<file path="src/rtl/maze_game_controller_if.sv">
`default_nettype none
// ============================================================================
// Module   : maze_game_controller_if
// Brief    : Button, maze and status bundle between the maze game controller
//            and its surroundings (debouncers, renderer, score display).
// Revision : 1.0 - initial release
// ============================================================================
interface maze_game_controller_if #(
    parameter int CELLS = 198
);
    // Inputs to the controller
    logic              tick;
    logic              UPbtn;
    logic              DOWNbtn;
    logic              RIGHTbtn;
    logic              LEFTbtn;
    logic              CTRLbtn;
    logic              game_pause;
    logic [CELLS-1:0]  mazestate;
    logic [7:0]        begin_spot;
    logic [7:0]        goal_spot;

    // Outputs from the controller
    logic [7:0]        position;
    logic [2:0]        state;
    logic [1:0]        lives;
    logic [9:0]        moves;
    logic [15:0]       elapsed;
    logic              step_pulse;
    logic              crash_pulse;

    // Environment side: drives buttons and maze, reads game status
    modport master (
        output tick, UPbtn, DOWNbtn, RIGHTbtn, LEFTbtn, CTRLbtn, game_pause,
               mazestate, begin_spot, goal_spot,
        input  position, state, lives, moves, elapsed, step_pulse, crash_pulse
    );

    // Controller side
    modport slave (
        input  tick, UPbtn, DOWNbtn, RIGHTbtn, LEFTbtn, CTRLbtn, game_pause,
               mazestate, begin_spot, goal_spot,
        output position, state, lives, moves, elapsed, step_pulse, crash_pulse
    );
endinterface
`default_nettype wire

</file>
<file path="src/rtl/maze_game_controller.sv">
`default_nettype none
// ============================================================================
// Module   : maze_game_controller
// Brief    : Maze game sequencer. Holds player position, lives, move and tick
//            counters; resolves button moves against the maze bitmap on each
//            qualifying tick (tick=1 and game_pause=1).
// Revision : 1.0 - initial release
// ============================================================================
module maze_game_controller #(
    parameter int WIDTH     = 18,
    parameter int HEIGHT    = 11,
    parameter int START_POS = 181,
    parameter int LIVES     = 3,
    parameter int CRASH_POS = 255
) (
    input  wire logic              CLK,
    input  wire logic              RESET,
    maze_game_controller_if.slave  bus
);

    typedef enum logic [2:0] {
        S_IDLE  = 3'd0,
        S_PLAY  = 3'd1,
        S_CRASH = 3'd2,
        S_WIN   = 3'd3,
        S_OVER  = 3'd4
    } state_t;

    // Geometry constants in the 9-bit arithmetic domain used for targets
    localparam logic [8:0] C_W        = 9'(WIDTH);
    localparam logic [8:0] C_CELLS    = 9'(WIDTH * HEIGHT);
    localparam logic [8:0] C_LAST_ROW = 9'((HEIGHT - 1) * WIDTH);
    localparam logic [4:0] C_LAST_COL = 5'(WIDTH - 1);
    localparam logic [7:0] C_START    = 8'(START_POS);
    localparam logic [7:0] C_CRASH    = 8'(CRASH_POS);
    localparam logic [1:0] C_LIVES    = 2'(LIVES);

    state_t       state_q,   state_d;
    logic [7:0]   pos_q,     pos_d;
    logic [4:0]   col_q,     col_d;
    logic [1:0]   lives_q,   lives_d;
    logic [9:0]   moves_q,   moves_d;
    logic [15:0]  elapsed_q, elapsed_d;
    logic         step_q,    step_d;
    logic         crash_q,   crash_d;

    logic         w_qual;
    logic [8:0]   w_pos9;
    logic [8:0]   w_begin9;
    logic [8:0]   w_begin_base;
    logic [4:0]   w_begin_col;
    logic         w_begin_ok;
    logic         w_dir;
    logic         w_oob;
    logic [8:0]   w_target9;
    logic [4:0]   w_tcol;
    logic         w_target_open;

    assign w_qual   = bus.tick & bus.game_pause;
    assign w_pos9   = {1'b0, pos_q};
    assign w_begin9 = {1'b0, bus.begin_spot};

    // Start cell row base by comparison against each row boundary (no divider)
    always_comb begin
        w_begin_base = '0;
        for (int r = 1; r < HEIGHT; r++) begin
            if (w_begin9 >= 9'(r * WIDTH)) begin
                w_begin_base = 9'(r * WIDTH);
            end
        end
    end

    assign w_begin_col = 5'(w_begin9 - w_begin_base);
    assign w_begin_ok  = (w_begin9 < C_CELLS) ? bus.mazestate[bus.begin_spot] : 1'b0;

    // Resolve the prioritised direction into a 9-bit target and grid-edge flag
    always_comb begin
        w_dir     = 1'b1;
        w_oob     = 1'b0;
        w_target9 = w_pos9;
        w_tcol    = col_q;
        if (bus.UPbtn) begin
            w_oob     = (w_pos9 < C_W);
            w_target9 = w_pos9 - C_W;
        end else if (bus.DOWNbtn) begin
            w_oob     = (w_pos9 >= C_LAST_ROW);
            w_target9 = w_pos9 + C_W;
        end else if (bus.RIGHTbtn) begin
            w_oob     = (col_q == C_LAST_COL);
            w_target9 = w_pos9 + 9'd1;
            w_tcol    = col_q + 5'd1;
        end else if (bus.LEFTbtn) begin
            w_oob     = (col_q == 5'd0);
            w_target9 = w_pos9 - 9'd1;
            w_tcol    = col_q - 5'd1;
        end else begin
            w_dir     = 1'b0;
        end
    end

    // The range guard keeps the bitmap lookup inside the maze for any target
    assign w_target_open = (!w_oob && (w_target9 < C_CELLS))
                         ? bus.mazestate[w_target9[7:0]] : 1'b0;

    // Game sequencing: everything holds unless this is a qualifying tick
    always_comb begin
        state_d   = state_q;
        pos_d     = pos_q;
        col_d     = col_q;
        lives_d   = lives_q;
        moves_d   = moves_q;
        elapsed_d = elapsed_q;
        step_d    = 1'b0;
        crash_d   = 1'b0;
        if (w_qual) begin
            case (state_q)
                S_IDLE: begin
                    pos_d = C_START;
                    if (bus.CTRLbtn && w_begin_ok) begin
                        state_d   = S_PLAY;
                        pos_d     = bus.begin_spot;
                        col_d     = w_begin_col;
                        lives_d   = C_LIVES;
                        moves_d   = '0;
                        elapsed_d = '0;
                    end
                end
                S_PLAY: begin
                    if (elapsed_q != 16'hFFFF) begin
                        elapsed_d = elapsed_q + 16'd1;
                    end
                    if (w_dir) begin
                        if (!w_target_open) begin
                            pos_d   = C_CRASH;
                            crash_d = 1'b1;
                            lives_d = lives_q - 2'd1;
                            state_d = (lives_q == 2'd1) ? S_OVER : S_CRASH;
                        end else begin
                            pos_d  = w_target9[7:0];
                            col_d  = w_tcol;
                            step_d = 1'b1;
                            if (moves_q != 10'h3FF) begin
                                moves_d = moves_q + 10'd1;
                            end
                            if (w_target9[7:0] == bus.goal_spot) begin
                                state_d = S_WIN;
                            end
                        end
                    end
                end
                S_CRASH: begin
                    if (bus.CTRLbtn) begin
                        state_d = S_PLAY;
                        pos_d   = bus.begin_spot;
                        col_d   = w_begin_col;
                    end
                end
                S_WIN, S_OVER: begin
                    if (bus.CTRLbtn) begin
                        state_d = S_IDLE;
                        pos_d   = C_START;
                    end
                end
                default: begin
                    state_d = S_IDLE;
                    pos_d   = C_START;
                end
            endcase
        end
    end

    // State and output registers with synchronous active-low reset
    always_ff @(posedge CLK) begin
        if (!RESET) begin
            state_q   <= S_IDLE;
            pos_q     <= C_START;
            col_q     <= '0;
            lives_q   <= C_LIVES;
            moves_q   <= '0;
            elapsed_q <= '0;
            step_q    <= 1'b0;
            crash_q   <= 1'b0;
        end else begin
            state_q   <= state_d;
            pos_q     <= pos_d;
            col_q     <= col_d;
            lives_q   <= lives_d;
            moves_q   <= moves_d;
            elapsed_q <= elapsed_d;
            step_q    <= step_d;
            crash_q   <= crash_d;
        end
    end

    assign bus.position    = pos_q;
    assign bus.state       = state_q;
    assign bus.lives       = lives_q;
    assign bus.moves       = moves_q;
    assign bus.elapsed     = elapsed_q;
    assign bus.step_pulse  = step_q;
    assign bus.crash_pulse = crash_q;

endmodule
`default_nettype wire

</file>
<file path="src/flat_wrapper.sv">
// flat-port wrapper written by rule: the top's interface ports become plain ports
module maze_game_controller_flat 
#(
    parameter int WIDTH     = 18,
    parameter int HEIGHT    = 11,
    parameter int START_POS = 181,
    parameter int LIVES     = 3,
    parameter int CRASH_POS = 255
)
  (CLK, RESET, bus_tick, bus_UPbtn, bus_DOWNbtn, bus_RIGHTbtn, bus_LEFTbtn, bus_CTRLbtn, bus_game_pause, bus_mazestate, bus_begin_spot, bus_goal_spot, bus_position, bus_state, bus_lives, bus_moves, bus_elapsed, bus_step_pulse, bus_crash_pulse);
  maze_game_controller_if #(.CELLS(((18) * (11)))) bus_i ();
  input  wire logic CLK;
  input  wire logic RESET;
  input wire logic [$bits(bus_i.tick)-1:0] bus_tick;
  input wire logic [$bits(bus_i.UPbtn)-1:0] bus_UPbtn;
  input wire logic [$bits(bus_i.DOWNbtn)-1:0] bus_DOWNbtn;
  input wire logic [$bits(bus_i.RIGHTbtn)-1:0] bus_RIGHTbtn;
  input wire logic [$bits(bus_i.LEFTbtn)-1:0] bus_LEFTbtn;
  input wire logic [$bits(bus_i.CTRLbtn)-1:0] bus_CTRLbtn;
  input wire logic [$bits(bus_i.game_pause)-1:0] bus_game_pause;
  input wire logic [$bits(bus_i.mazestate)-1:0] bus_mazestate;
  input wire logic [$bits(bus_i.begin_spot)-1:0] bus_begin_spot;
  input wire logic [$bits(bus_i.goal_spot)-1:0] bus_goal_spot;
  output wire logic [$bits(bus_i.position)-1:0] bus_position;
  output wire logic [$bits(bus_i.state)-1:0] bus_state;
  output wire logic [$bits(bus_i.lives)-1:0] bus_lives;
  output wire logic [$bits(bus_i.moves)-1:0] bus_moves;
  output wire logic [$bits(bus_i.elapsed)-1:0] bus_elapsed;
  output wire logic [$bits(bus_i.step_pulse)-1:0] bus_step_pulse;
  output wire logic [$bits(bus_i.crash_pulse)-1:0] bus_crash_pulse;
  assign bus_i.tick = bus_tick;
  assign bus_i.UPbtn = bus_UPbtn;
  assign bus_i.DOWNbtn = bus_DOWNbtn;
  assign bus_i.RIGHTbtn = bus_RIGHTbtn;
  assign bus_i.LEFTbtn = bus_LEFTbtn;
  assign bus_i.CTRLbtn = bus_CTRLbtn;
  assign bus_i.game_pause = bus_game_pause;
  assign bus_i.mazestate = bus_mazestate;
  assign bus_i.begin_spot = bus_begin_spot;
  assign bus_i.goal_spot = bus_goal_spot;
  assign bus_position = bus_i.position;
  assign bus_state = bus_i.state;
  assign bus_lives = bus_i.lives;
  assign bus_moves = bus_i.moves;
  assign bus_elapsed = bus_i.elapsed;
  assign bus_step_pulse = bus_i.step_pulse;
  assign bus_crash_pulse = bus_i.crash_pulse;
  maze_game_controller #(.WIDTH(WIDTH), .HEIGHT(HEIGHT), .START_POS(START_POS), .LIVES(LIVES), .CRASH_POS(CRASH_POS)) u_core (.CLK(CLK), .RESET(RESET), .bus(bus_i));
endmodule
</file>
<file path="config.mk">
export PLATFORM = sky130hd
export DESIGN_NAME = maze_game_controller_flat
export DESIGN_NICKNAME = d
export VERILOG_FILES = /design/src/rtl/maze_game_controller_if.sv /design/src/rtl/maze_game_controller.sv /design/src/flat_wrapper.sv
export SDC_FILE = /design/constraint.sdc
export NUM_CORES = 1
export LEC_CHECK = 0
export CORE_ASPECT_RATIO = 0.6
export CORE_UTILIZATION = 47
export CTS_CLUSTER_SIZE = 14
export DETAILED_ROUTE_END_ITERATION = 16
export GPL_TIMING_DRIVEN = 0
export PLACE_DENSITY = 0.91
export SLEW_MARGIN = 20
export SYNTH_ARGS = -nofsm -noshare
export SYNTH_HDL_FRONTEND = slang
export SYNTH_SLANG_ARGS = --single-unit
</file>
<file path="constraint.sdc">
create_clock -name CLK -period 4.99 [get_ports CLK]
set_input_delay 0.998 -clock CLK [delete_from_list [all_inputs] [get_ports CLK]]
set_output_delay 0.998 -clock CLK [all_outputs]
set_load 0.005 [all_outputs]
</file>
Yosys cells after proc, flatten, opt, wreduce, memory -nomap -nowiden
Index checks and enable logic that the tools add are counted.
{ "word_totals": {"register_bits": 46, "out_inout_bits": 41, "wordCells": 136} }
{ "op_classes": {"n_addsub": 10, "magnitude_cmp": 16, "eq_ne": 21, "muxes": 65, "n_bitwise": 1, "reduce_logical": 15} }
{ "op_table": {"columns": ["operator", "count"], "rows": [
  ["$mux W5", 18],
  ["$mux W10", 4],
  ["$mux W8", 5],
  ["$mux W9", 4],
  ["$ge A8 B7 Y1 const B", 4],
  ["$ge A8 B8 Y1 const B", 4],
  ["$mux W16", 2],
  ["$pmux W16 S2", 1],
  ["$pmux W8 S4", 1],
  ["$mux W3", 7],
  ["$pmux W10 S2", 1],
  ["$lt A8 B9 Y1 const B", 2],
  ["$add A16 B1 Y16 const B", 1],
  ["$bmux W1 S8", 2],
  ["$ge A8 B6 Y1 const B", 2],
  ["$ne A16 B16 Y1 const B", 1],
  ["$pmux W5 S3", 1],
  ["$mux W1", 14],
  ["$pmux W3 S4", 1],
  ["$reduce_and A4 Y1", 3],
  ["$reduce_and A6 Y1", 2],
  ["$add A10 B1 Y10 const B", 1],
  ["$ne A10 B10 Y1 const B", 1],
  ["$ne A2 B1 Y1 const B", 5],
  ["other kinds (32)", 41]
]} }

Longest topological paths before layout
{ "logic_depth": {"depth_word": 14, "ltp_mapped": 17} }

Least setup slack after synthesis
No wires, ideal clock.
{ "synth_timing": {"kind": "input-to-reg", "start": "in bus_DOWNbtn", "end": "reg u_core.state_q[0], in the netlist u_core.bus.state[0]", "setup_ns": 0.117, "t_arrival_ns": 3.858, "path_slack_ns": 1.015, "stages": 13, "path_cell_list": "or2_4 -> or3_1 -> buf_4 -> nand2_8 -> buf_12 -> buf_4 -> mux4_2 -> a22oi_1 -> nand4_1 -> nor2_1 -> o32ai_4 -> a41o_1 -> a32o_1"} }
{ "synth_between": {"elab_chain_cells": 8} }
{ "synth_rtl": {"columns": ["element", "line_no", "rtl"], "rows": [
  ["start: declaration", "flat_wrapper.sv:16", "input wire logic [$bits(bus_i.DOWNbtn)-1:0] bus_DOWNbtn;"],
  ["$mux W9 or $mux W1 (tied branches)", "maze_game_controller.sv:85", "end else if (bus.DOWNbtn) begin"],
  ["$mux W9 or $mux W1 (tied branches)", "maze_game_controller.sv:82", "if (bus.UPbtn) begin"],
  ["$bmux W1 S8, or another cell as far along", "maze_game_controller.sv:103", "? bus.mazestate[w_target9[7:0]] : 1'b0;"],
  ["$mux W1 (not written as such) or $logic_and A1 B1 Y1 (tied branches)", "maze_game_controller.sv:103, maze_game_controller.sv:102", null],
  ["$mux W1", "maze_game_controller.sv:103", null],
  ["$mux W3", "maze_game_controller.sv:133", "if (!w_target_open) begin"],
  ["$mux W3", "maze_game_controller.sv:132", "if (w_dir) begin"],
  ["$pmux W3 S4", "maze_game_controller.sv:116", "case (state_q)"],
  ["end signal: assignment", "maze_game_controller.sv:184", "state_q <= state_d;"],
  ["end: declaration", "maze_game_controller.sv:38", "state_t state_q, state_d;"]
]} }
Several ways; a longest one is shown, not always the timed one. The select of a mux whose other input is x is not followed.
A chain may end at the register's enable or synchronous reset.

Final worst setup path
{ "layout_timing": {"start": "in bus_LEFTbtn", "end": "reg u_core.state_q[0], in the netlist u_core.bus.state[0]"} }
{ "layout_between": {"elab_chain_cells": 10} }
{ "layout_rtl": {"columns": ["element", "line_no", "rtl"], "rows": [
  ["start: declaration", "flat_wrapper.sv:18", "input wire logic [$bits(bus_i.LEFTbtn)-1:0] bus_LEFTbtn;"],
  ["$mux W9 or $mux W1 (tied branches)", "maze_game_controller.sv:92", "end else if (bus.LEFTbtn) begin"],
  ["$mux W9 or $mux W1 (tied branches)", "maze_game_controller.sv:88", "end else if (bus.RIGHTbtn) begin"],
  ["$mux W9 or $mux W1 (tied branches)", "maze_game_controller.sv:85", null],
  ["$mux W9 or $mux W1 (tied branches)", "maze_game_controller.sv:82", null],
  ["$bmux W1 S8, or another cell as far along", "maze_game_controller.sv:103", null],
  ["$mux W1 (not written as such) or $logic_and A1 B1 Y1 (tied branches)", "maze_game_controller.sv:103, maze_game_controller.sv:102", null],
  ["$mux W1", "maze_game_controller.sv:103", null],
  ["$mux W3", "maze_game_controller.sv:133", null],
  ["$mux W3", "maze_game_controller.sv:132", null],
  ["$pmux W3 S4", "maze_game_controller.sv:116", null]
]} }
Several ways; a longest one is shown, not always the timed one. The select of a mux whose other input is x is not followed.

==> metrics.md <==
| Metric | Value |
|---|---|
| Status | completed |
| Cell Area, Synth | 7420 um^2 |
| GR Overflow Total | 0 |
| RSZ-0062 raised after global routing | no |
| Num Clock Sinks | 46 |
| Pin count of the biggest net entering global routing | 14 |
| Lkg Pwr | ~3.8 nW |
| Initial antenna violation count | 0 |
| Syn Area/Cell | between 9 and 10 um^2 |
| Max-slew violations | 0 |
| Synth Net Count | approximately 1000 |
| Worst min path class | register to register |
| Clock-pin slew on the worst setup and hold paths | about 0.060 ns |
| Syn-to-layout area delta | 40.5% |
| Fin nets | around 1300 |
| Most common cell in the synthesized netlist | mux4_2 |
| IO buf count | ~260 |
| Row cnt | 35 |
| Flops & latches, synth | 46 |
| Vias per cell | between 6 and 7 |
| CTS Hold Buffers Added | 0 |
| Synth area leader | mux4_2 |
| Commonest cells post-synth | mux4_2 (85), nor2_1 (66), nand2_1 (53) |
| Vias | just under 9000 |
| Initial core utilization | 0.483 |
| First-pass GRT wire length | about 48000 um |
| Final worst-path cycle share | 0.988 |
| FMAX | 203 MHz |
| Power density cells | 160 nW/um^2 |
| Iter 0 DRT Violations | ~1400 |
| Chip Width | approximately 160 um |
| ANT cells | 0 |
| Setup violators final | 0 |
| H-tree depth | 2 |
| Vias in the first global route | about 8300 |
| Fin. Hold Viols | 0 |
| Tot GR Track Use | 0.388 |
| P_int | around 1.1 mW |
| Skew-Pair Late Insertion Delay | ~0.3 ns |
| Net Sw Frac | 0.365 |
| Setup TNS | 0 ns |
| Maximum VDD drop | about 160 uV |
| Worst rel slew slack | 0.435 |
| CP max-delay cell | clkdlybuf4s50_1 |
| Top post-synthesis cells by area | mux4_2 (26%), dfxtp_1 (12%), mux2i_1 (5.9%), nor2_1 (3.3%), a22oi_1 (3.2%) |
| Core area | between 15000 and 20000 um^2 |
| Drt wl/cell | 25.1 um |
| Max Root-Sink Buffers | 2 |
| Drt first pass iters | 7 |
| Critical Path Sink Type | register |
| Final Critical Period | roughly 5 ns |
| Core Util, Final | 0.679 |
| Sequential share of power | 0.227 |
| Clock tree from TritonCTS | done |
| Post-synth EDFFs | 0 |
| Setup ws final | approximately 0.062 ns |
| Post-place setup slack | -0.225 ns |
| Num ports | 264 |
| Crit-path max FO | 10 |
| Critical Path RT | ~5.2 ns |
| Critical Path, Cell by Cell | clkdlybuf4s50_1, nor2b_1, a21oi_1, o22ai_4, buf_4, buf_2, mux4_2, a22oi_1, a31oi_1, a21oi_2, o32ai_4, a41o_1, a32o_1 |
| Clock power frac | 0.229 |
| Layout cells sized above 1 | 0.159 |
| Fraction of registers with async set/reset | 0 |
| # DRC | 0 |
| Combinational Power Share | 0.544 |
| Post-synth cell types | 96 |
| Die extent in y | just under 100 um |
| Worst setup SP type | input port |
| Final Wtd Congestion | roughly 1.0 |
| Clock buffer count from CTS | 5 |
| Worst path max stage delay | ~0.70 ns |
| Syn Inst Count | between 800 and 900 |
| Net switching power | roughly 610 uW |
| ANT nets after route | 0 |
| Crit Path Category | input port to register |
| Clock root cell | clkbuf_16 |
| Yosys warning count | 0 |
| Sequential share of the synthesized area | 0.124 |
| Top-area cell type share of the netlist area | 0.258 |
| Arrival time at the worst endpoint | about 5 ns |
| Die area | ~16000 um^2 |
| HPWL Detailed | around 26000 um |
| Most used DFF post-synth | dfxtp_1 |
| Post-Route WL | about 32000 um |
| Least-Margin Pin Slew | between 0.8 and 0.9 ns |
| Setup Skew | between 0.005 and 0.006 ns |
| Max Cap Violations | 0 |
-- stage by stage --
stage | instances | power (mW) | hold slack [ns] | instance area [um^2]
global route | 1278 | 1.72 | 0.537 | 10400
floorplan | 810 | 0.891 | 0.450 | 7420
detailed placement | 1269 | 1.25 | 0.494 | 10200
CTS | 1277 | 1.63 | 0.503 | 10400
global placement | 1269 | 1.24 | 0.481 | 10200
finish | 1278 | 1.67 | 0.505 | 10400
-- kinds of logic (layout without fill, tap and decap cells) --
| kind of cell | count (synthesis) | count (layout) | share of synthesized area |
|---|---|---|---|
| AND/OR/NAND/NOR | 284 | 284 | 0.204 |
| AO/OA/AOI/OAI | 204 | 204 | 0.213 |
| multiplexers | 134 | 134 | 0.325 |
| buffers and inverters | 96 | 361 | 0.0678 |
| flip-flops | 46 | 46 | 0.124 |
| XOR/XNOR | 28 | 28 | 0.0340 |
| adder cells (fa/ha/maj) | 18 | 18 | 0.0317 |
-- routing by layer --
| metal | up-vias | share of wire | track usage |
|---|---|---|---|
| met5 | - | 0 | 0 |
| met4 | 0 | 0.022 | 0.0776 |
| met3 | 81 | 0.17 | 0.164 |
| met2 | 781 | 0.41 | 0.562 |
| met1 | 4266 | 0.40 | 0.538 |
| li1 | 3790 | - | - |
-- what timing repair did --
item | 4_1_cts | 5_1_grt
buffers inserted | 0 | 1
hold endpoints to repair | 0 | 0
endpoints found under the setup margin | 0 | 34
resized for setup | 0 | 6
-- layout make-up --
class / instances / area (um^2)
Fill cell: 1194 / 4940
Inverter: 27 / 101
Clock inverter: 1 / 30.0
Tap cell: 203 / 254
Clock buffer: 7 / 133
Multi-Input combinational cell: 668 / 6020
Timing Repair Buffer: 257 / 2570
Buffer: 69 / 405
Sequential cell: 46 / 921
-- state kept, by name, summed over array words and instances (netlist names) --
signal	count
u_core.bus.step_pulse	1
u_core.bus.state	3
u_core.bus.moves	10
u_core.bus.crash_pulse	1
u_core.bus.position	8
u_core.col_q	5
u_core.bus.lives	2
u_core.bus.elapsed	16
-- critical path, delay by kind of cell --
kind | cells | cell delay (ns)
AND/OR/NAND/NOR | 1 | 0.29
AO/OA/AOI/OAI | 8 | 2.13
multiplexers | 1 | 0.36
buffers and inverters | 3 | 1.29
-- path summary, 6_finish.rpt --
check / to / cells after the start / start / slack [ns]
max: u_core.bus.state[0] / 13 / bus_LEFTbtn / 0.06
min: u_core.col_q[2] / 2 / u_core.col_q[2] / 0.51
max reg2reg: u_core.bus.position[1] / 17 / u_core.bus.position[1] / 0.44
min reg2reg: u_core.col_q[2] / 2 / u_core.col_q[2] / 0.51
-- power by group through the flow --
stage,registers [mW],logic [mW],clock network [mW]
detailed placement,0.386,0.865,0
global route,0.379,0.945,0.400
CTS,0.378,0.869,0.382
finish,0.378,0.909,0.383
global placement,0.386,0.851,0
floorplan,0.384,0.506,0
-- cell usage in the layout, fill, tap and decap left out, types with 6 or more instances in the layout --
master | netlist | final
a211oi_1 | 8 | 8
xor2_1 | 9 | 9
clkdlybuf4s50_1 | 0 | 256
or3_1 | 9 | 9
nor3_1 | 21 | 20
buf_6 | 6 | 6
inv_1 | 26 | 26
and3_1 | 15 | 15
o211ai_1 | 12 | 12
nor2_1 | 66 | 65
nand4_1 | 17 | 17
a41o_1 | 6 | 6
nand3_1 | 35 | 35
o31ai_1 | 6 | 6
mux2i_1 | 44 | 44
and3b_1 | 6 | 6
dfxtp_1 | 46 | 46
xnor2_1 | 18 | 18
nor2b_1 | 13 | 13
nor4_1 | 6 | 6
clkbuf_1 | 28 | 29
and2_1 | 7 | 7
mux4_2 | 85 | 85
a21oi_1 | 22 | 22
a22oi_1 | 32 | 32
nand2_1 | 53 | 53
buf_2 | 22 | 21
a22o_1 | 7 | 7
ha_1 | 14 | 14
a31oi_1 | 18 | 18
buf_4 | 10 | 11
o21ai_0 | 18 | 18
Power figures use the tool's default switching activity.
